**config.mk**
```make
export PLATFORM = sky130hd
export DESIGN_NAME = pulse_train_meter_flat
export DESIGN_NICKNAME = d
export VERILOG_FILES = /design/src/rtl/pulse_train_meter_pkg.sv /design/src/rtl/pulse_train_meter_if.sv /design/src/rtl/pulse_train_meter_fifo.sv /design/src/rtl/pulse_train_meter.sv /design/src/flat_wrapper.sv
export SDC_FILE = /design/constraint.sdc
export NUM_CORES = 1
export LEC_CHECK = 0
export CORE_ASPECT_RATIO = 1.4
export CORE_MARGIN = 2
export CORE_UTILIZATION = 50
export CTS_CLUSTER_SIZE = 12
export DETAILED_ROUTE_END_ITERATION = 16
export PLACE_DENSITY_LB_ADDON = 0.05
export RECOVER_POWER = 50
export SLEW_MARGIN = 0
export SYNTH_ARGS = -nofsm -noshare
export SYNTH_HDL_FRONTEND = slang
export SYNTH_SLANG_ARGS = --single-unit
```
**constraint.sdc**
```tcl
create_clock -name clk -period 3.8 [get_ports clk]
set_input_delay 1.14 -clock clk [delete_from_list [all_inputs] [get_ports clk]]
set_output_delay 1.14 -clock clk [all_outputs]
set_load 0.005 [all_outputs]
```
**src/rtl/pulse_train_meter_pkg.sv**
```systemverilog
// Shared types and helpers for the pulse train meter.
// Record layout, width constants, thermometer/popcount helpers.
package pulse_meter_pkg;

    localparam int WIDTH   = 8;
    localparam int CNT_W   = 8;
    localparam int THERM_W = 4;

    typedef struct packed {
        logic [CNT_W-1:0]   hi;
        logic [CNT_W-1:0]   lo;
        logic [THERM_W-1:0] therm;
        logic               bubble;
        logic               partial;
    } meter_rec_t;

    function automatic logic is_therm(
        input logic [WIDTH-1:0] word
    );
        logic [WIDTH-1:0] nxt;
        nxt = word + WIDTH'(1);
        return (word & nxt) == '0;
    endfunction

    function automatic logic [THERM_W-1:0] popcount(
        input logic [WIDTH-1:0] word
    );
        logic [THERM_W-1:0] c;
        c = '0;
        for (int i = 0; i < WIDTH; i++)
            c = c + THERM_W'(word[i]);
        return c;
    endfunction

    // Counters stick at all-ones instead of wrapping.
    function automatic logic [CNT_W-1:0] sat_inc(
        input logic [CNT_W-1:0] v
    );
        return (&v) ? v : v + CNT_W'(1);
    endfunction

endpackage

```
**src/rtl/pulse_train_meter_if.sv**
```systemverilog
// Serial line, chain image and record handshake of the meter.
// slave faces the meter, master faces the line/consumer side.
interface pulse_train_meter_if;
    import pulse_meter_pkg::*;

    logic               sin;
    logic [WIDTH-1:0]   par_in;
    logic               rec_valid;
    logic               rec_ready;
    logic [CNT_W-1:0]   rec_hi;
    logic [CNT_W-1:0]   rec_lo;
    logic [THERM_W-1:0] rec_therm;
    logic               rec_bubble;
    logic               rec_partial;
    logic               ovf;

    modport slave (
        input  sin, par_in, rec_ready,
        output rec_valid, rec_hi, rec_lo,
        output rec_therm, rec_bubble,
        output rec_partial, ovf
    );

    modport master (
        output sin, par_in, rec_ready,
        input  rec_valid, rec_hi, rec_lo,
        input  rec_therm, rec_bubble,
        input  rec_partial, ovf
    );

endinterface

```
**src/rtl/pulse_train_meter_fifo.sv**
```systemverilog
// Two-entry in-order record buffer.
// A push into a full buffer survives only if the head leaves that cycle.
module meter_rec_fifo
    import pulse_meter_pkg::*;
(
    input  logic       clk,
    input  logic       rst,
    input  logic       push,
    input  logic       pop,
    input  meter_rec_t din,
    output meter_rec_t head,
    output logic       valid,
    output logic       ovf
);

    meter_rec_t mem [2];
    logic       wr_ptr;
    logic       rd_ptr;
    logic [1:0] count;
    logic       full;
    logic       empty;
    logic       do_pop;
    logic       do_push;

    assign full    = count == 2'd2;
    assign empty   = count == 2'd0;
    assign do_pop  = pop & ~empty;
    assign do_push = push & (~full | do_pop);

    always_ff @(posedge clk) begin
        if (rst) begin
            for (int i = 0; i < 2; i++)
                mem[i] <= '0;
            wr_ptr <= 1'b0;
            rd_ptr <= 1'b0;
            count  <= 2'd0;
            ovf    <= 1'b0;
        end else begin
            if (do_push) begin
                mem[wr_ptr] <= din;
                wr_ptr      <= ~wr_ptr;
            end
            if (do_pop)
                rd_ptr <= ~rd_ptr;
            if (do_push & ~do_pop)
                count <= count + 2'd1;
            else if (do_pop & ~do_push)
                count <= count - 2'd1;
            if (push & full & ~do_pop)
                ovf <= 1'b1;
        end
    end

    assign valid = ~empty;
    assign head  = empty ? '0 : mem[rd_ptr];

endmodule

```
**src/rtl/pulse_train_meter.sv**
```systemverilog
// Pulse train meter: edge detect, hi/lo run counters, record build.
// One record per high pulse, emitted at the falling edge.
module pulse_train_meter
    import pulse_meter_pkg::*;
(
    input  logic            clk,
    input  logic            rst,
    pulse_train_meter_if.slave bus
);

    logic             sin_q;
    logic             rise;
    logic             fall;
    logic [CNT_W-1:0] hi_cnt;
    logic [CNT_W-1:0] lo_cnt;
    logic [CNT_W-1:0] lo_hold;
    logic             lo_part;
    logic             seen_fall;
    meter_rec_t       rec_new;
    meter_rec_t       head;
    logic             valid;
    logic             ovf;

    assign rise = ~sin_q & bus.sin;
    assign fall = sin_q & ~bus.sin;

    always_ff @(posedge clk) begin
        if (rst) begin
            sin_q     <= 1'b0;
            hi_cnt    <= '0;
            lo_cnt    <= '0;
            lo_hold   <= '0;
            lo_part   <= 1'b0;
            seen_fall <= 1'b0;
        end else begin
            sin_q <= bus.sin;
            if (rise)
                hi_cnt <= CNT_W'(1);
            else if (bus.sin)
                hi_cnt <= sat_inc(hi_cnt);
            if (fall)
                lo_cnt <= CNT_W'(1);
            else if (~bus.sin)
                lo_cnt <= sat_inc(lo_cnt);
            // Low run is frozen at the rise so it pairs with this pulse.
            if (rise) begin
                lo_hold <= lo_cnt;
                lo_part <= ~seen_fall;
            end
            if (fall)
                seen_fall <= 1'b1;
        end
    end

    assign rec_new.hi      = hi_cnt;
    assign rec_new.lo      = lo_hold;
    assign rec_new.therm   = popcount(bus.par_in);
    assign rec_new.bubble  = ~is_therm(bus.par_in);
    assign rec_new.partial = lo_part;

    meter_rec_fifo u_fifo (
        .clk   (clk),
        .rst   (rst),
        .push  (fall),
        .pop   (bus.rec_ready),
        .din   (rec_new),
        .head  (head),
        .valid (valid),
        .ovf   (ovf)
    );

    assign bus.rec_valid   = valid;
    assign bus.rec_hi      = head.hi;
    assign bus.rec_lo      = head.lo;
    assign bus.rec_therm   = head.therm;
    assign bus.rec_bubble  = head.bubble;
    assign bus.rec_partial = head.partial;
    assign bus.ovf         = ovf;

endmodule

```
**src/flat_wrapper.sv**
```systemverilog
// flat-port wrapper written by rule: the top's interface ports become plain ports
module pulse_train_meter_flat import pulse_meter_pkg::*;
  (clk, rst, bus_sin, bus_par_in, bus_rec_ready, bus_rec_valid, bus_rec_hi, bus_rec_lo, bus_rec_therm, bus_rec_bubble, bus_rec_partial, bus_ovf);
  pulse_train_meter_if bus_i ();
  input  logic clk;
  input  logic rst;
  input wire logic [$bits(bus_i.sin)-1:0] bus_sin;
  input wire logic [$bits(bus_i.par_in)-1:0] bus_par_in;
  input wire logic [$bits(bus_i.rec_ready)-1:0] bus_rec_ready;
  output wire logic [$bits(bus_i.rec_valid)-1:0] bus_rec_valid;
  output wire logic [$bits(bus_i.rec_hi)-1:0] bus_rec_hi;
  output wire logic [$bits(bus_i.rec_lo)-1:0] bus_rec_lo;
  output wire logic [$bits(bus_i.rec_therm)-1:0] bus_rec_therm;
  output wire logic [$bits(bus_i.rec_bubble)-1:0] bus_rec_bubble;
  output wire logic [$bits(bus_i.rec_partial)-1:0] bus_rec_partial;
  output wire logic [$bits(bus_i.ovf)-1:0] bus_ovf;
  assign bus_i.sin = bus_sin;
  assign bus_i.par_in = bus_par_in;
  assign bus_i.rec_ready = bus_rec_ready;
  assign bus_rec_valid = bus_i.rec_valid;
  assign bus_rec_hi = bus_i.rec_hi;
  assign bus_rec_lo = bus_i.rec_lo;
  assign bus_rec_therm = bus_i.rec_therm;
  assign bus_rec_bubble = bus_i.rec_bubble;
  assign bus_rec_partial = bus_i.rec_partial;
  assign bus_ovf = bus_i.ovf;
  pulse_train_meter u_core (.clk(clk), .rst(rst), .bus(bus_i));
endmodule
```
==> results of run 1 <==
-- worst max-delay path by stage --
stage	startpoint	to	slack (ns)
after floorplan	bus_par_in[0]	u_core.u_fifo.mem[1][3]	0.29
after detailed placement	bus_par_in[0]	u_core.u_fifo.mem[1][4]	-0.34
after CTS	bus_par_in[0]	u_core.u_fifo.mem[1][3]	0.03
after global routing	bus_par_in[1]	u_core.u_fifo.mem[1][3]	0.04
final	bus_par_in[1]	u_core.u_fifo.mem[1][3]	0.1
after global placement	bus_par_in[0]	u_core.u_fifo.mem[0][4]	-0.29
-- worst max-delay path, cell delays in order --
cell and delay, ns:
clkdlybuf4s50_1 0.52, ha_4 0.22, fa_1 0.48, fa_1 0.54, inv_2 0.04, fa_2 0.36, inv_2 0.07, fa_2 0.43
nor2_1 0.11
-- logic make-up (layout without fill, tap and decap cells) --
family,Yosys count,after routing,synth area share (%)
and+or+nand+nor,153,153,22.2
AOI/OAI and AO/OA,43,43,7.73
muxes,24,24,6.54
xor gates and xnor gates,6,6,1.43
DFF,77,77,54.0
buffers and inverters,32,74,3.51
adders and majority gates,11,11,4.57
-- synth_stat cells (3+ instances only) --
master / n / area share, %
nand2_1: 24 / 2.5
a21oi_1: 16 / 2.2
clkbuf_1: 10 / 1.0
fa_1: 4 / 2.2
buf_2: 6 / 0.82
nor2_1: 50 / 5.1
and2_1: 36 / 6.1
mux2i_1: 24 / 6.5
a31oi_1: 3 / 0.51
inv_1: 15 / 1.5
nand4_1: 4 / 0.68
o21ai_0: 6 / 0.82
nor3_1: 6 / 0.82
xor2_1: 4 / 0.95
or3_1: 4 / 0.68
dfxtp_1: 33 / 18
ha_1: 7 / 2.4
a211oi_1: 6 / 1.2
nand3_1: 6 / 0.82
edfxtp_1: 44 / 36
nand3b_1: 4 / 0.82
-- area by class of cell --
type	count	area, um^2
clock buffer	9	124
clock inverter	7	114
fill	624	2870
inverter	15	56.3
multi-input combinational	237	1550
sequential	77	1980
tap	97	121
timing repair buffer	43	402
-- routing by layer --
layer	share of wire, %	global-route usage [%]	routed length, um
met3	3.3	4.71	227
met5	0	0	0
met1	45	21.9	3050
met2	50	31.5	3400
met4	2.0	8.18	134
-- through the flow --
| step | setup WS (ns) | instances | util [%] |
|---|---|---|---|
| after floorplan | 0.293 | 346 | - |
| after global placement | -0.286 | 468 | 57.2 |
| after detailed placement | -0.342 | 468 | 57.2 |
| after CTS | 0.0340 | 484 | 60.4 |
| after global routing | 0.0366 | 485 | 60.2 |
| final | 0.0962 | 485 | 60.2 |
-- flip-flops by register name, indices dropped and copies added, names as in the netlist, 2 cells and up, named ones only --
register,flops
u_core.u_fifo.count,2
u_core.hi_cnt,8
u_core.lo_hold,8
u_core.u_fifo.mem,44
u_core.lo_cnt,8
-- cells in the final DEF, fill, tap and decap left out, types with 9 or more instances in the layout --
| cell type | count |
|---|---|
| and2_0 | 19 |
| and2_1 | 17 |
| nand2_1 | 24 |
| mux2i_1 | 24 |
| clkbuf_8 | 9 |
| inv_1 | 12 |
| dfxtp_1 | 33 |
| clkdlybuf4s50_1 | 30 |
| a21oi_1 | 16 |
| edfxtp_1 | 44 |
| nor2_1 | 50 |
-- what timing repair did --
| item | in CTS | in global routing |
|---|---|---|
| buffers inserted | 0 | 1 |
| resized for setup | 0 | 8 |
| setup endpoints to repair | 0 | 4 |
-- where the power goes --
group          leakage [nW]  switching (mW)  internal, mW
combinational         0.717           0.260         0.261
clock                 0.113           0.295         0.432
sequential            0.726          0.0282         0.926
==> impl_results.rst, run 1 <==
.. list-table::
   :header-rows: 1

   * - Metric
     - Value
   * - Final critical path time including I/O delays and setup
     - 3.70 ns
   * - Number of input and output port buffers inserted
     - 35
   * - Highest net fanout along the worst path
     - 2
   * - DRT iter0 DRCs
     - 144
   * - First-pass GRT wire length
     - 11600 um
   * - Instance count along the most critical hold path
     - 1
   * - Total Nets Final
     - 406
   * - Crit path capture type
     - register
   * - Headroom to the max-slew limit
     - 23.6%
   * - Dominant register cell in the synthesized netlist
     - edfxtp_1
   * - Required time at the endpoint of the critical path
     - 4.01 ns
   * - Max H-tree Level
     - 3
   * - Source of the worst hold timing path
     - u_core.seen_fall
   * - Hold violation count in the final report
     - 0
   * - Number of max-cap violations
     - 0
   * - DIE WIDTH
     - 76.4 um
   * - Result of the run
     - finished, final reports clean
   * - Clock Pin Slew Worst Setup and Hold Paths
     - 0.08 ns
   * - Bufs on Longest Clock Path
     - 2
   * - Gate Count Post-Synth
     - 346
   * - Die area
     - 0.00806 mm^2
   * - Maximum number of pins on one net before global-route repair
     - 24
   * - Max Clock Freq
     - 270 MHz
   * - Number of clock sinks
     - 77
   * - Startpoint class of the critical path
     - primary input
   * - Worst r2r path cells
     - 4
   * - Placed wire-length estimate after detailed placement
     - 4640 um
   * - Number of vias in the routed layout
     - 2496
   * - Overall die height
     - 105 um
   * - Worst hold slack across all endpoints
     - 0.443 ns
   * - Reg-to-reg slack, setup
     - 1.43 ns
   * - TritonCTS clock tree
     - yes
   * - Via count of the first global-routing pass
     - 2498
   * - Setup TNS after final layout
     - 0 ns
   * - Avg Vias per Cell
     - 5.15
   * - Post-synthesis sequential area ratio
     - 54.0%
   * - Clock Latency Late Sink
     - 0.35 ns
   * - Final setup violation count
     - 0
   * - Total global-route track usage
     - 18.4%
   * - TritonCTS Buffers
     - 9
   * - Total power per unit cell area
     - 506 mW/mm^2
   * - Final routed wire length divided by cell count
     - 14.0 um
   * - Critical register-to-register path startpoint
     - u_core.sin_q
   * - CTS Root Cell
     - clkbuf_8
   * - Final GP Congestion
     - 0.823
   * - Top-level port count
     - 36
   * - Synth-to-Final Area Change
     - 18.4%
   * - Floorplan core area
     - 0.00722 mm^2
   * - First-pass iteration count of the detailed router
     - 4
   * - Worst reg2reg endpoint
     - u_core.u_fifo.mem[1][18]
   * - Async set or reset register ratio after synthesis
     - 0%
   * - Slew @ Worst Pin
     - 1.15 ns
   * - Count of antenna diodes in the layout
     - 0
   * - Type of the setup path with the least slack
     - in2reg
   * - CTS hold repair buffers
     - 0
   * - Post-detailed-placement cell area
     - 0.00413 mm^2
   * - Effective utilization at floorplan
     - 50.8%
   * - GRT overflow
     - 0
   * - Number of register bits inferred by synthesis
     - 77
   * - Setup repair after global routing missed its margin
     - false
   * - Post-Route WL
     - 6810 um
   * - Leakage power
     - 1.56 nW
   * - Worst Hold Class
     - reg2reg
   * - Yosys cell types
     - 48
   * - CP Data Arrival Time
     - 3.92 ns
   * - Tcrit/Tclk final
     - 97.5%
   * - Number of placement rows
     - 37
   * - YS warnings
     - 0
   * - Antenna violations before repair
     - 0
   * - Synth Area per Inst
     - 10.6 um^2
   * - Number of enable-type register cells in the synthesized netlist
     - 44
   * - Worst vdd rail ir drop
     - 0.000233 V
   * - Design Power
     - 2.20 mW
   * - DRC violation count after routing
     - 0
   * - Worst-case hold path end point
     - u_core.lo_part
   * - Count of pins over their slew limit
     - 0
   * - Layout Skew
     - 0.00652 ns
   * - Final instance area
     - 0.00435 mm^2
   * - ANT nets after route
     - 0
   * - Share of cells above drive strength 1
     - 7.73%
   * - Number of nets in the synthesized netlist
     - 369
   * - Total standard cell area after synthesis
     - 0.00367 mm^2
Note: power is estimated with default switching activity, not from simulation.
==> run 2, diff against run 1 <==
Settings changed: CORE_ASPECT_RATIO 1.4 to 1.2, CORE_UTILIZATION 50 to 57.
==> impl_results.rst, run 2 (synthesis gave the netlist of run 1 again) <==
.. list-table::
   :header-rows: 1

   * - Metric
     - Value
   * - Design Power
     - 2.09 mW (-4.9%)
   * - DRT iter0 DRCs
     - 93 (-35%)
   * - Post CTS Setup Buffer Count
     - 0 (unchanged)
   * - Final routed wire length divided by cell count
     - 14.7 um (+5.0%)
   * - Top cell by count, worst path
     - fa_1
   * - Family with the most delay on the worst path
     - adder cells
   * - Crit path capture type
     - register
   * - CP Data Arrival Time
     - 3.72 ns (-0.20 ns)
   * - CTS Root Cell
     - clkbuf_8
   * - Most flop-heavy register
     - u_core.u_fifo.mem
   * - Headroom to the max-slew limit
     - 22.8% (-0.84 points)
   * - Hold violation count in the final report
     - 0 (unchanged)
   * - Worst Hold Class
     - reg2reg
   * - Critical register-to-register path startpoint
     - u_core.sin_q
   * - Number of placement rows
     - 32 (-14%)
   * - Count of antenna diodes in the layout
     - 0 (unchanged)
   * - Commonest cells after routing, fill and taps aside
     - nor2_1 (50), edfxtp_1 (44), dfxtp_1 (33)
   * - Worst path max stage delay
     - 0.57 ns (+0.03 ns)
   * - Effective utilization at floorplan
     - 58.0% (+7.2 points)
   * - Avg Vias per Cell
     - 5.42 (+5.3%)
   * - Final critical path time including I/O delays and setup
     - 3.63 ns (-0.0777 ns)
   * - Placed wire-length estimate after detailed placement
     - 4650 um (+0.24%)
   * - Max H-tree Level
     - 3 (unchanged)
   * - Setup repair after global routing missed its margin
     - false
   * - Worst vdd rail ir drop
     - 0.000341 V (+46%)
   * - Post-layout instance count excluding filler cells
     - 472 (-2.7%)
   * - Number of clock sinks
     - 77 (unchanged)
   * - Die area
     - 0.00710 mm^2 (-12%)
   * - Met2 Wirelength
     - 3490 um (+2.9%)
   * - GRT overflow
     - 0 (unchanged)
   * - CTS hold repair buffers
     - 0 (unchanged)
   * - Cell with the largest stage delay on the worst path
     - fa_1
   * - Antenna violations before repair
     - 0 (unchanged)
   * - Top-level port count
     - 36 (unchanged)
   * - Result of the run
     - finished, final reports clean
   * - Type of the setup path with the least slack
     - in2reg
   * - Worst r2r path cells
     - 4 (unchanged)
   * - Number of max-cap violations
     - 0 (unchanged)
   * - Clock Pin Slew Worst Setup and Hold Paths
     - 0.08 ns (about the same)
   * - Most common cell after layout, fill and taps aside
     - nor2_1
   * - Reg-to-reg slack, setup
     - 1.44 ns (about the same)
   * - Tcrit/Tclk final
     - 95.4% (-2.0 points)
   * - Placed instance count
     - 456 (-2.6%)
   * - ANT nets after route
     - 0 (unchanged)
   * - Final instance area
     - 0.00427 mm^2 (-1.7%)
   * - Total global-route track usage
     - 22.2% (+3.8 points)
   * - Floorplan core area
     - 0.00633 mm^2 (-12%)
   * - Startpoint class of the critical path
     - primary input
   * - Worst hold slack across all endpoints
     - 0.447 ns (+0.00379 ns)
   * - Share of cells above drive strength 1
     - 5.68% (-2.0 points)
   * - Max Clock Freq
     - 276 MHz (+2.1%)
   * - Setup TNS after final layout
     - 0 ns (unchanged)
   * - Post-layout utilization of the core
     - 67.5% (+7.3 points)
   * - Layout Skew
     - 0.00847 ns (+0.00194 ns)
   * - Leakage power
     - 1.53 nW (-1.7%)
   * - Pre-CTS setup slack
     - -0.407 ns (-0.0654 ns)
   * - TritonCTS Buffers
     - 9 (unchanged)
   * - Via count of the first global-routing pass
     - 2580 (+3.3%)
   * - Final critical-path setup slack
     - 0.174 ns (+0.0777 ns)
   * - Number of buffer and inverter instances along the worst setup path
     - 4 (+1)
   * - Final setup violation count
     - 0 (unchanged)
   * - Flip-flop count of the largest register, all copies and words added
     - 44 (unchanged)
   * - First-pass GRT wire length
     - 12200 um (+4.9%)
   * - Bufs on Longest Clock Path
     - 2 (unchanged)
   * - Maximum number of pins on one net before global-route repair
     - 24 (unchanged)
   * - DRC violation count after routing
     - 0 (unchanged)
   * - Clock Latency Late Sink
     - 0.34 ns (about the same)
   * - Top sig layer
     - met4
   * - Number of vias in the routed layout
     - 2558 (+2.5%)
   * - Final GP Congestion
     - 0.833 (+1.2%)
   * - Metal3 WL
     - 306 um (+35%)
   * - Highest net fanout along the worst path
     - 2 (unchanged)
   * - TritonCTS clock tree
     - yes
   * - Total Nets Final
     - 405 (-0.25%)
   * - Source of the worst hold timing path
     - u_core.seen_fall
   * - Post-detailed-placement cell area
     - 0.00411 mm^2 (-0.36%)
   * - Overall die height
     - 91.9 um (-13%)
   * - Synth-to-Final Area Change
     - 16.4%
   * - Count of pins over their slew limit
     - 0 (unchanged)
   * - Number of input and output port buffers inserted
     - 35 (unchanged)
   * - Critical path, cell by cell
     - dlygate4sd2_1 -> inv_2 -> ha_4 -> fa_1 -> fa_1 -> inv_1 -> fa_2 -> inv_1 -> fa_1 -> xor2_1 -> nor2_1
   * - First-pass iteration count of the detailed router
     - 4 (unchanged)
   * - Post-Route WL
     - 6960 um (+2.1%)
   * - Worst-case hold path end point
     - u_core.lo_part
   * - DIE WIDTH
     - 77.3 um (+1.1%)
   * - Count of cells resized by post-cts repair
     - 5 (+5)
   * - Total power per unit cell area
     - 490 mW/mm^2 (-3.2%)
   * - WL met1
     - 3000 um (-1.9%)
   * - Slew @ Worst Pin
     - 1.16 ns (+0.0125 ns)
   * - Worst reg2reg endpoint
     - u_core.u_fifo.mem[1][14]
   * - Instance count along the most critical hold path
     - 1 (unchanged)
   * - Required time at the endpoint of the critical path
     - 3.89 ns (-0.12 ns)
## run 2: changes by cell type in the layout (fill, tap and decap cells not counted), moves of 2 or more
cell,change
clkbuf_1,+4
and2_0,+3
bufinv_16,-2
clkinvlp_4,-2
and2_1,-3
buf_4,-2
inv_1,+2
dlygate4sd2_1,+2
inv_2,-2
## run 2: final cells by class
class                      instances  area, um^2
fill                             554        2050
multi-input combinational        237        1540
sequential                        77        1980
tap                               85         106
clock inverter                     3        43.8
inverter                          15        56.3
clock buffer                      13         160
timing repair buffer              42         385
## run 2: worst max path at each step
stage / start / end / slack, ns / cells past startpoint
floorplan: bus_par_in[0] / u_core.u_fifo.mem[1][3] / 0.29 / 9
CTS: bus_par_in[0] / u_core.u_fifo.mem[0][4] / 0.18 / 11
global route: bus_par_in[0] / u_core.u_fifo.mem[0][4] / 0.08 / 11
finish: bus_par_in[0] / u_core.u_fifo.mem[0][4] / 0.17 / 11
global placement: bus_par_in[0] / u_core.u_fifo.mem[0][4] / -0.27 / 11
detailed placement: bus_par_in[0] / u_core.u_fifo.mem[0][4] / -0.41 / 11
## run 2: metal layers
layer | global-route usage (%) | vias up
met5 | 0 | -
li1 | - | 1279
met3 | 4.23 | 14
met4 | 10.7 | 0
met2 | 37.5 | 52
met1 | 27.5 | 1213
## run 2: where the power goes
part	leakage (nW)	switching (mW)	internal, mW
sequential	0.726	0.0288	0.926
combinational	0.701	0.258	0.256
clock	0.103	0.282	0.344
==> run 3, diff against run 2 <==
Settings changed: SLEW_MARGIN 0 to not set.
Clock period 3.8 ns to 3.85 ns, I/O delays scaled along.
==> impl_results.rst, run 3 (synthesis gave the netlist of run 1 again) <==
.. list-table::
   :header-rows: 1

   * - Metric
     - Value
   * - Result of the run
     - finished, final reports clean
   * - Headroom to the max-slew limit
     - 23.0% (+0.25 points)
   * - Number of vias in the routed layout
     - 2561 (+0.12%)
   * - GRT overflow
     - 0 (unchanged)
   * - Worst hold slack across all endpoints
     - 0.446 ns (-0.000419 ns)
   * - CTS hold repair buffers
     - 0 (unchanged)
   * - Max Clock Freq
     - 275 MHz
   * - Final routed wire length divided by cell count
     - 14.8 um (+0.42%)
   * - Tcrit/Tclk final
     - 94.6%
   * - Post-layout utilization of the core
     - 67.7% (+0.18 points)
   * - DIE WIDTH
     - 77.3 um (unchanged)
   * - Final setup violation count
     - 0 (unchanged)
   * - Overall die height
     - 91.9 um (unchanged)
   * - Crit path capture type
     - register
   * - First-pass GRT wire length
     - 12200 um (unchanged)
   * - Worst reg2reg endpoint
     - u_core.u_fifo.mem[1][14]
   * - End of the critical path
     - u_core.u_fifo.mem[0][4]
   * - Number of input and output port buffers inserted
     - 35 (unchanged)
   * - Sequential cell area
     - 0.00198 mm^2 (unchanged)
   * - Most flop-heavy register
     - u_core.u_fifo.mem
   * - Startpoint class of the critical path
     - primary input
   * - Setup repair after global routing missed its margin
     - false
   * - Number of buffer and inverter instances along the worst setup path
     - 4 (unchanged)
   * - Cell with the largest stage delay on the worst path
     - fa_1
   * - DRC violation count after routing
     - 0 (unchanged)
   * - Final critical path time including I/O delays and setup
     - 3.64 ns
   * - Via count of the first global-routing pass
     - 2580 (unchanged)
   * - Floorplan core area
     - 0.00633 mm^2 (unchanged)
   * - Avg Vias per Cell
     - 5.43 (+0.12%)
   * - Post-Route WL
     - 6990 um (+0.42%)
   * - Number of max-cap violations
     - 0 (unchanged)
   * - Maximum number of pins on one net before global-route repair
     - 24 (unchanged)
   * - Layout Skew
     - 0.00824 ns (-0.000225 ns)
   * - Number of clock sinks
     - 77 (unchanged)
   * - DRT iter0 DRCs
     - 94 (+1.1%)
   * - Filler Cell Count
     - 550 (-0.72%)
   * - Top cell by count, worst path
     - fa_1
   * - CTS Root Cell
     - clkbuf_8
   * - Hold violation count in the final report
     - 0 (unchanged)
   * - Critical register-to-register path startpoint
     - u_core.sin_q
   * - First-pass iteration count of the detailed router
     - 4 (unchanged)
   * - Count of pins over their slew limit
     - 0 (unchanged)
   * - Flip-flop count of the largest register, all copies and words added
     - 44 (unchanged)
   * - Worst Hold Class
     - reg2reg
   * - Total Nets Final
     - 405 (unchanged)
   * - CP Data Arrival Time
     - 3.73 ns (about the same)
   * - TritonCTS clock tree
     - yes
   * - Multi-input logic area
     - 0.00155 mm^2 (+0.49%)
   * - Post-layout instance count excluding filler cells
     - 472 (unchanged)
   * - TritonCTS Buffers
     - 9 (unchanged)
   * - Worst path max stage delay
     - 0.57 ns (about the same)
   * - Reg-to-reg slack, setup
     - 1.48 ns (+0.04 ns)
   * - Commonest cells after routing, fill and taps aside
     - nor2_1 (50), edfxtp_1 (44), dfxtp_1 (33)
   * - Highest net fanout along the worst path
     - 2 (unchanged)
   * - Number of placement rows
     - 32 (unchanged)
   * - Slew @ Worst Pin
     - 1.15 ns (-0.00376 ns)
   * - Synth-to-Final Area Change
     - 16.7%
   * - Total global-route track usage
     - 22.2% (unchanged)
   * - ANT nets after route
     - 0 (unchanged)
   * - Max H-tree Level
     - 3 (unchanged)
   * - Post CTS Setup Buffer Count
     - 0 (unchanged)
   * - Most common cell after layout, fill and taps aside
     - nor2_1
   * - Placed instance count
     - 456 (unchanged)
   * - Count of antenna diodes in the layout
     - 0 (unchanged)
   * - Family with the most delay on the worst path
     - adder cells
   * - Critical Path Start
     - bus_par_in[0]
   * - Levels on crit path
     - 11 (unchanged)
   * - Total power per unit cell area
     - 483 mW/mm^2 (-1.4%)
   * - Antenna violations before repair
     - 0 (unchanged)
   * - Final GP Congestion
     - 0.833 (unchanged)
   * - Bufs on Longest Clock Path
     - 2 (unchanged)
   * - Clock Pin Slew Worst Setup and Hold Paths
     - 0.08 ns (about the same)
   * - Clock Latency Late Sink
     - 0.34 ns (about the same)
   * - Worst r2r path cells
     - 4 (unchanged)
   * - Share of cells above drive strength 1
     - 5.94% (+0.26 points)
   * - Top-level port count
     - 36 (unchanged)
   * - Die area
     - 0.00710 mm^2 (unchanged)
   * - Leakage power
     - 1.54 nW (+0.55%)
   * - Placed wire-length estimate after detailed placement
     - 4650 um (unchanged)
   * - Type of the setup path with the least slack
     - in2reg
   * - Critical path, cell by cell
     - dlygate4sd2_1 -> inv_2 -> ha_4 -> fa_1 -> fa_1 -> inv_1 -> fa_2 -> inv_1 -> fa_1 -> xor2_2 -> nor2_1
   * - Worst vdd rail ir drop
     - 0.000338 V (-0.78%)
   * - Effective utilization at floorplan
     - 58.0% (unchanged)
   * - Required time at the endpoint of the critical path
     - 3.94 ns (+0.05 ns)
## run 3: cell types whose count changed in the layout (fill, tap and decap cells not counted)
cell,previous run,this run
dlygate4sd2_1,2,1
dlymetal6s2s_1,0,1
xor2_1,4,3
xor2_2,0,1
## run 3: per-stage QoR
stage                     setup TNS, ns  setup WS [ns]  total power [mW]  area (um^2)
final                                 0          0.207              2.07         4280
after global routing                  0          0.131              2.17         4280
after CTS                             0        0.00805              2.10         4330
after detailed placement          -1.79         -0.372              1.48         4110
after global placement           -0.990         -0.236              1.46         4110
after floorplan                       0          0.328              1.25         3670
## run 3: cell type report
cell class,instances,area share [%]
Clock inverter,3,1.02
Tap cell,85,2.48
Clock buffer,13,3.74
Inverter,15,1.31
Multi-Input combinational cell,237,36.1
Timing Repair Buffer,42,9.08
Sequential cell,77,46.3
## run 3: routing by layer
layer | track usage [%] | vias to the layer above | routed length, um
li1 | - | 1275 | -
met1 | 27.5 | 1226 | 3050
met5 | 0 | - | 0
met4 | 10.7 | 0 | 160
met3 | 4.23 | 14 | 264
met2 | 37.5 | 46 | 3520
## run 3: worst min path at each step
stage | from | endpoint | slack, ns | cells past startpoint
floorplan | u_core.seen_fall | u_core.lo_part | 0.41 | 1
global placement | u_core.seen_fall | u_core.lo_part | 0.42 | 1
detailed placement | u_core.seen_fall | u_core.lo_part | 0.43 | 1
CTS | u_core.seen_fall | u_core.lo_part | 0.45 | 1
global route | u_core.seen_fall | u_core.lo_part | 0.47 | 1
finish | u_core.seen_fall | u_core.lo_part | 0.45 | 1
## run 3: repair_timing
action / in CTS / in global routing
setup endpoints to repair: 4 / 4
pin swaps: 3 / 0
gates resized for setup: 4 / 2
endpoints found under the hold margin: 0 / 0
cloned: 0 / 0
## run 3: where the power goes
part	total, mW	internal, mW	switching (mW)
Clock	0.617	0.340	0.277
Sequential	0.942	0.914	0.0284
Combinational	0.511	0.254	0.257
Total	2.07	1.51	0.563
==> RTL change (settings of run 2) <==
Change the package constant `CNT_W` from 8 to 10.
--- a/src/rtl/pulse_train_meter_pkg.sv
+++ b/src/rtl/pulse_train_meter_pkg.sv
@@ -3,7 +3,7 @@
 package pulse_meter_pkg;
 
     localparam int WIDTH   = 8;
-    localparam int CNT_W   = 8;
+    localparam int CNT_W   = 10;
     localparam int THERM_W = 4;
 
     typedef struct packed {
Interface: changed (resized bus_rec_hi and bus_rec_lo); port bits go from 36 to 40. No check against the original RTL was run, so the function may have changed too.
==> RTL change against run 2 <==
  * Cell area rose by 16%
  * Sequential share of layout area grew 0.94 points
  * Area after synthesis rose by 15%
  * Utilization is 0.90 points higher
  * Global-route usage down 0.56 points
  * Routed wire length rose by 16%
  * Sequential power is 17% higher
  * Power up 15%
  * Count of clock-buffer cells in the layout down 3
  * Sequential cell count increased by 14
  * Worst setup slack lost 0.097 ns
  * Critical endpoint is now u_core.u_fifo.mem[1][3]
  * Highest routed layer unchanged
==> RTL change: results (changes against run 2) <==
yosys-top-cells-count: "nor2_1, edfxtp_1, dfxtp_1"
r2r_end: "u_core.u_fifo.mem[1][15]"
fin_skew_ns: 0.00929  # +0.000824 ns
drive_gt1_frac: 0.0804  # +0.0235
worst_pin_slew_ns: 0.975  # -0.183 ns
grt_pass1_wl_mm: 13.4  # +10%
grt_max_degree: 28  # +17%
largest_reg_flops: 52  # +18%
hp-class: "reg2reg"
synth-seq-area-share: 0.555  # +0.0148
synthArstFlopShare: 0  # unchanged
io_buffers: 39  # +11%
vias: 2936  # +15%
insertion_delay_ns: 0.36  # +0.02 ns
wl_mm: 8.07  # +16%
antenna_found_initial: 0  # unchanged
outcome: "complete, no violations"
firstDrtPassIters: 4  # unchanged
hold_path.startpoint: "u_core.seen_fall"
powerClk_uw: 701  # +12%
cts_root_buf: "clkbuf_8"
synth-edff-count: 52  # +18%
nFillCells: 570  # +2.9%
synthFlopType: "edfxtp_1"
p_leak_uw: 0.00178  # +17%
gp_congestion: 0.871  # +4.6%
switching_power_uw: 674  # +18%
syn_nets: 422  # +14%
timing.rr.start: "u_core.sin_q"
hpwl_mm: 5.46  # +17%
nets: 466  # +15%
drtIter0Drc: 143  # +54%
holdPathEnd: "u_core.lo_part"
rr_worst_depth: 5  # +1
grt_use_total: 0.217  # -0.00557
reg2reg_slack_ns: 1.34  # -0.10 ns
seqPwrFrac: 0.465  # +0.009
vdd_ir_drop_max_uv: 332  # -2.5%
drv_cap: 0  # unchanged
synth_area_leaders: "edfxtp_1, dfxtp_1, mux2i_1, nor2_1, and2_1"
place_area_um2: 4740  # +15%
clk_path_buf_depth: 2  # unchanged
crit_path_max_fanout: 2  # unchanged
synth.distinct_cells: 50  # +4.2%
-- RTL change: changes by cell type in the layout (fill, tap and decap cells not counted), sizes merged, moves of 4 or more --
cell	before	now
a211oi	6	1
nor2	50	68
dfxtp	33	39
edfxtp	44	52
clkdlybuf4s50	29	33
nand2	24	29
inv	15	19
mux2i	24	29
-- RTL change: through the flow --
step / instances / setup slack [ns] / hold WS (ns) / setup TNS, ns / power, uW
after global routing: 538 / 0.00612 / 0.466 / 0 / 2520
after global placement: 522 / -0.393 / 0.422 / -1.45 / 1720
final: 538 / 0.0770 / 0.442 / 0 / 2410
after detailed placement: 522 / -0.460 / 0.433 / -1.87 / 1730
after floorplan: 399 / 0.177 / 0.414 / 0 / 1460
after CTS: 538 / 0.0878 / 0.446 / 0 / 2430
-- RTL change: worst max-delay path, stage by stage --
cell	delay (ns)
clkdlybuf4s50_1	0.47
inv_1	0.07
fa_1	0.58
fa_1	0.48
fa_2	0.44
fa_2	0.59
nor2_1	0.05
-- RTL change: timing repair --
action,in CTS,in global routing
pin swaps,5,0
endpoints found under the setup margin,4,2
gates resized for setup,6,1
-- RTL change: worst max path at each step --
stage / startpoint / to / depth (start not counted)
3_5_place_dp: bus_par_in[0] / u_core.u_fifo.mem[1][4] / 9
6_report: bus_par_in[2] / u_core.u_fifo.mem[1][3] / 7
3_3_place_gp: bus_par_in[0] / u_core.u_fifo.mem[0][4] / 9
5_1_grt: bus_par_in[2] / u_core.u_fifo.mem[0][4] / 8
4_1_cts: bus_par_in[2] / u_core.u_fifo.mem[1][3] / 7
2_1_floorplan: bus_par_in[0] / u_core.u_fifo.mem[0][4] / 8
-- RTL change: area by class of cell --
type | count | area (um^2) | share of cell area
inverter | 17 | 63.8 | 0.0129
timing repair buffer | 49 | 447 | 0.0902
clock buffer | 10 | 149 | 0.0301
multi-input combinational | 275 | 1770 | 0.357
clock inverter | 6 | 68.8 | 0.0139
sequential | 91 | 2340 | 0.473
tap | 90 | 113 | 0.0228
-- RTL change: logic make-up after synthesis --
family,after synthesis,share of synthesized area
mux,29,0.0687
xor+xnor,8,0.0166
buf+inv,33,0.0308
simple gates,182,0.224
fa+ha+maj,11,0.0397
flops,91,0.555
compound gates,45,0.0661
-- RTL change: metal layers --
metal  vias up  GRT usage  wire, um  share of wire
met1      1391      0.289      3690           0.46
met5         -          0         0              0
met3        15     0.0453       287          0.036
met4         0     0.0858       153          0.019
li1       1473          -         -              -
met2        57      0.344      3940           0.49
